**config.mk**
```make
export PLATFORM = sky130hd
export DESIGN_NAME = uart_tx
export DESIGN_NICKNAME = d
export VERILOG_FILES = /design/src/rtl/uart_tx.sv
export SDC_FILE = /design/constraint.sdc
export NUM_CORES = 1
export LEC_CHECK = 0
export CAP_MARGIN = 10
export CORE_ASPECT_RATIO = 2
export CORE_UTILIZATION = 25
export DETAILED_ROUTE_END_ITERATION = 10
export GPL_ROUTABILITY_DRIVEN = 0
export GPL_TIMING_DRIVEN = 0
export PLACE_DENSITY = 0.41
export SETUP_SLACK_MARGIN = 0.02
export SKIP_LAST_GASP = 1
export SLEW_MARGIN = 10
export SYNTH_ARGS = -nofsm -noshare
export SYNTH_HDL_FRONTEND = slang
export SYNTH_SLANG_ARGS = --single-unit
```
**constraint.sdc**
```tcl
create_clock -name clk -period 2.27 [get_ports clk]
set_input_delay 0.454 -clock clk [delete_from_list [all_inputs] [get_ports clk]]
set_output_delay 0.454 -clock clk [all_outputs]
set_load 0.03 [all_outputs]
```
**src/rtl/uart_tx.sv**
```systemverilog
// 8N1 asynchronous serial transmitter, LSB first, CLKS_PER_BIT clocks per bit.
// Defining UART_TX_PARITY_EN inserts an even-parity bit between data and stop (8E1).
module uart_tx #(
    parameter int DATA_WIDTH   = 8,
    parameter int CLKS_PER_BIT = 1231
) (
    input  logic                  clk,
    input  logic                  reset,
    input  logic                  start,
    input  logic [DATA_WIDTH-1:0] din_tx,
    output logic                  serial_tx,
    output logic                  busy,
    output logic                  done
);

    localparam int TW = $clog2(CLKS_PER_BIT);
    localparam int IW = $clog2(DATA_WIDTH) + 1;
    localparam logic [TW-1:0] TIMER_LAST = TW'(CLKS_PER_BIT - 1);
    localparam logic [IW-1:0] INDEX_LAST = IW'(DATA_WIDTH - 1);

`ifdef UART_TX_PARITY_EN
    typedef enum logic [2:0] {
        S_IDLE   = 3'd0,
        S_START  = 3'd1,
        S_DATA   = 3'd2,
        S_PARITY = 3'd3,
        S_STOP   = 3'd4
    } state_t;

    function automatic logic even_parity(input logic [DATA_WIDTH-1:0] word);
        return ^word;
    endfunction

    logic parity_q, parity_d;
`else
    typedef enum logic [2:0] {
        S_IDLE  = 3'd0,
        S_START = 3'd1,
        S_DATA  = 3'd2,
        S_STOP  = 3'd4
    } state_t;
`endif

    state_t                state_q, state_d;
    logic [TW-1:0]         timer_q, timer_d;
    logic [IW-1:0]         index_q, index_d;
    logic [DATA_WIDTH-1:0] shift_q, shift_d;
    logic                  tx_q, tx_d;
    logic                  busy_q, busy_d;
    logic                  fin_q, fin_d;
    logic                  done_q, done_d;
    logic                  tick_s;

    // Next-state, bit timing and line value; outputs lag the state by one register stage.
    always_comb begin
        state_d  = state_q;
        timer_d  = timer_q;
        index_d  = index_q;
        shift_d  = shift_q;
`ifdef UART_TX_PARITY_EN
        parity_d = parity_q;
`endif
        fin_d    = 1'b0;
        tx_d     = 1'b1;
        busy_d   = (state_q != S_IDLE);
        done_d   = fin_q;
        tick_s   = (timer_q == TIMER_LAST);

        case (state_q)
            S_IDLE: begin
                tx_d = 1'b1;
                // busy_q still reads high in the first idle cycle, so a start there is ignored
                if (start && !busy_q) begin
                    shift_d  = din_tx;
                    timer_d  = '0;
                    index_d  = '0;
`ifdef UART_TX_PARITY_EN
                    parity_d = even_parity(din_tx);
`endif
                    state_d  = S_START;
                end else begin
                    state_d  = S_IDLE;
                end
            end
            S_START: begin
                tx_d = 1'b0;
                if (tick_s) begin
                    timer_d = '0;
                    state_d = S_DATA;
                end else begin
                    timer_d = timer_q + TW'(1);
                end
            end
            S_DATA: begin
                tx_d = shift_q[0];
                if (tick_s) begin
                    timer_d = '0;
                    shift_d = shift_q >> 1;
                    index_d = index_q + IW'(1);
                    if (index_q == INDEX_LAST) begin
`ifdef UART_TX_PARITY_EN
                        state_d = S_PARITY;
`else
                        state_d = S_STOP;
`endif
                    end else begin
                        state_d = S_DATA;
                    end
                end else begin
                    timer_d = timer_q + TW'(1);
                end
            end
`ifdef UART_TX_PARITY_EN
            S_PARITY: begin
                tx_d = parity_q;
                if (tick_s) begin
                    timer_d = '0;
                    state_d = S_STOP;
                end else begin
                    timer_d = timer_q + TW'(1);
                end
            end
`endif
            S_STOP: begin
                tx_d = 1'b1;
                if (tick_s) begin
                    timer_d = '0;
                    fin_d   = 1'b1;
                    state_d = S_IDLE;
                end else begin
                    timer_d = timer_q + TW'(1);
                end
            end
            default: begin
                tx_d    = 1'b1;
                state_d = S_IDLE;
            end
        endcase
    end

    // State, datapath and output registers with synchronous active-low reset.
    always_ff @(posedge clk) begin
        if (!reset) begin
            state_q  <= S_IDLE;
            timer_q  <= '0;
            index_q  <= '0;
            shift_q  <= '0;
`ifdef UART_TX_PARITY_EN
            parity_q <= 1'b0;
`endif
            tx_q     <= 1'b1;
            busy_q   <= 1'b0;
            fin_q    <= 1'b0;
            done_q   <= 1'b0;
        end else begin
            state_q  <= state_d;
            timer_q  <= timer_d;
            index_q  <= index_d;
            shift_q  <= shift_d;
`ifdef UART_TX_PARITY_EN
            parity_q <= parity_d;
`endif
            tx_q     <= tx_d;
            busy_q   <= busy_d;
            fin_q    <= fin_d;
            done_q   <= done_d;
        end
    end

    assign serial_tx = tx_q;
    assign busy      = busy_q;
    assign done      = done_q;

endmodule

```
==> results_dict.tcl, run 1 <==
set metrics [dict create \
    coreArea_um2 5960 \
    ys_seq_area_share_pct 39.2 \
    critPathKind "register to register" \
    cts_sinks 30 \
    ir_worst_vdd_mv 0.410 \
    synth_edf_count 0 \
    timing.hold.ws_ns 0.429 \
    period_share_pct 86.4 \
    postCtsResizedCells 0 \
    die_h_um 113 \
    antennaDiodeCount 0 \
    drv_slew 0 \
    drc_errors 0 \
    insertion_delay_ns 0.27 \
    ant_nets 0 \
    placed_area_um2 1740 \
    dp_slack_ns 0.109 \
    maxCapViolations 0 \
    wl_per_cell_um 16.1 \
    cp-end-kind "register" \
    start_util_pct 25.8 \
    period_minus_slack_ns 1.96 \
    status "finished, final reports clean" \
    slew_headroom_pct 57.3 \
    fp-row-count 40 \
    power_density_nw_per_um2 691 \
    drt_pass1_iterations 4 \
    synth_nets 187 \
    ys_ff_latch 30 \
    grt_setup_unrepaired "false" \
    ctsLongestPathBuffers 2 \
    routed_wirelength_mm 4.12 \
    p_leak_nw 0.676 \
    port_buffers 13 \
    synth_area_um2 1530 \
    synth_cell_types 47 \
    cts_buffers 5 \
    crit_required_ns 2.41 \
    worstSetupStartpointType "register" \
    grt.total_usage_pct 14.3 \
    drt_iter0_markers 30 \
    io_pins 14 \
    path_delay_family "simple AND/OR/NAND/NOR gates" \
    dp_hpwl_mm 3.31 \
    syn_inst 173 \
    hold_viol 0 \
    setup_tns_ns 0 \
    cp_cell_sequence "inv_1 -> ha_1 -> nor4b_4 -> nand3_1 -> o311ai_1 -> a21oi_1" \
    synthArstFlopShare_pct 0 \
    timing.fmax_ghz 0.510 \
    antenna_found_initial 0 \
    cts_hold_buffers 0 \
    finalNetCount 207 \
    drive_gt1_share_pct 7.77 \
    slowest_delay_ns 0.40 \
    power.total_mw 1.30 \
    hp-class "register to register" \
    cts_root_buf "clkbuf_16" \
    arrival_ns 2.10 \
    post_cts_buffers 0 \
    fin_area_um2 1880 \
    overflow 0 \
    path_max_fanout 9 \
    grt_max_degree 11 \
    via_count 1373 \
    fp.dieW_um 57.4 \
    synth_flop_cell "dfxtp_1" \
    first_global_vias 1403 \
    areaGrowthSynthToFinish_pct 22.3 \
    setup_violations 0 \
    avgViaCountPerCell 5.36 \
    fin_skew_ns 0.00425 \
    yosysWarnings 0 \
    avgSynthCellArea_um2 8.87 \
    critPathSlowestCell "o311ai_1" \
    htree_levels 2 \
    critPathBufInv 1 \
    worstMarginPinSlew_ns 0.641 \
    grt_pass1_wl_mm 6.92 \
    die_area_um2 6470 \
    cts_tree "yes" \
    setup_slack_ns 0.310 \
    clkTransAtPathRegs_ns 0.05 \
]
==> cell families (layout without fill, tap and decap cells) <==
| group | after synthesis | after routing | synth area share (%) |
|---|---|---|---|
| AOI/OAI and AO/OA | 45 | 45 | 21.4 |
| DFF | 30 | 30 | 39.2 |
| muxes | 6 | 6 | 3.92 |
| buffers and inverters | 15 | 35 | 4.32 |
| xor gates and xnor gates | 3 | 3 | 1.71 |
| adders and majority gates | 3 | 3 | 2.45 |
| and+or+nand+nor | 71 | 71 | 27.1 |
==> stage by stage <==
| stage | utilization (%) | instances |
|---|---|---|
| after floorplan | - | 173 |
| after global placement | 29.3 | 249 |
| after detailed placement | 29.3 | 249 |
| after CTS | 31.5 | 256 |
| after global routing | 31.5 | 256 |
| final | 31.5 | 256 |
==> final timing paths <==
path	slack, ns	cells after the start	start	end
worst min-delay path	0.43	1	done_d	done
worst max-delay path	0.31	6	timer_q[0]	state_q[1]
worst min register to register	0.43	1	done_d	done
worst max register to register	0.31	6	timer_q[0]	state_q[1]
==> metal layers <==
metal | vias up | wire length (um) | GRT usage (%)
li1 | 693 | - | -
met1 | 648 | 1440 | 12.7
met2 | 24 | 2490 | 28.6
met3 | 8 | 71 | 1.83
met4 | 0 | 121 | 8.62
met5 | - | 0 | 0
==> worst reg2reg max path: stages, from the launching register on <==
cell and delay, ns:
dfxtp_1 0.37, inv_1 0.10, ha_1 0.16, nor4b_4 0.32
nand3_1 0.38, o311ai_1 0.40, a21oi_1 0.11
==> power by group <==
group,internal [mW],switching [mW]
sequential,0.547,0.0118
clock,0.400,0.213
combinational,0.0525,0.0716
total,0.999,0.296
==> cell type report <==
| type | count | area [um^2] |
|---|---|---|
| plain buffers | 9 | 43.8 |
| clock buffers | 7 | 133 |
| fillers | 619 | 4080 |
| inverters | 6 | 22.5 |
| multi-input cells | 128 | 867 |
| flip-flops and latches | 30 | 601 |
| well taps | 63 | 78.8 |
| repair buffers | 13 | 130 |
==> cells in the final DEF, fill, tap and decap left out, drive strengths merged, types with 3 or more instances in the layout <==
| master | Yosys | routed |
|---|---|---|
| xnor2 | 3 | 3 |
| nor2 | 6 | 6 |
| nand4 | 5 | 5 |
| nand3 | 7 | 7 |
| clkdlybuf4s50 | 0 | 13 |
| nor4 | 3 | 3 |
| a22o | 3 | 3 |
| and2 | 3 | 3 |
| buf | 6 | 6 |
| or3 | 5 | 5 |
| nor3 | 11 | 11 |
| nand2 | 18 | 18 |
| o21ai | 5 | 5 |
| inv | 6 | 6 |
| clkbuf | 3 | 10 |
| mux2i | 6 | 6 |
| a21oi | 7 | 7 |
| ha | 3 | 3 |
| a211oi | 11 | 11 |
| dfxtp | 30 | 30 |
| a21o | 3 | 3 |
==> synthesized netlist by cell type, drive strengths merged, types with 5 or more instances <==
library cell	instances	area, um^2
dfxtp	30	601
nand2	18	67.6
a211oi	11	87.6
nor3	11	55.1
a21oi	7	35.0
nand3	7	35.0
buf	6	32.5
inv	6	22.5
mux2i	6	60.1
nor2	6	22.5
nand4	5	46.3
o21ai	5	25.0
or3	5	31.3
==> state kept, by name (all words and copies together), names as in the netlist <==
| name | count |
|---|---|
| serial_tx | 1 |
| timer_q | 11 |
| index_q | 4 |
| done | 1 |
| shift_q | 8 |
| state_q | 3 |
| done_d | 1 |
| busy | 1 |
Power figures use the tool's default switching activity.
==> run 2, diff against run 1 <==
TNS_END_PERCENT = 5   (was not set)
==> results of run 2 <==
The final DEF is identical to that of run 1; final timing and power are the same.
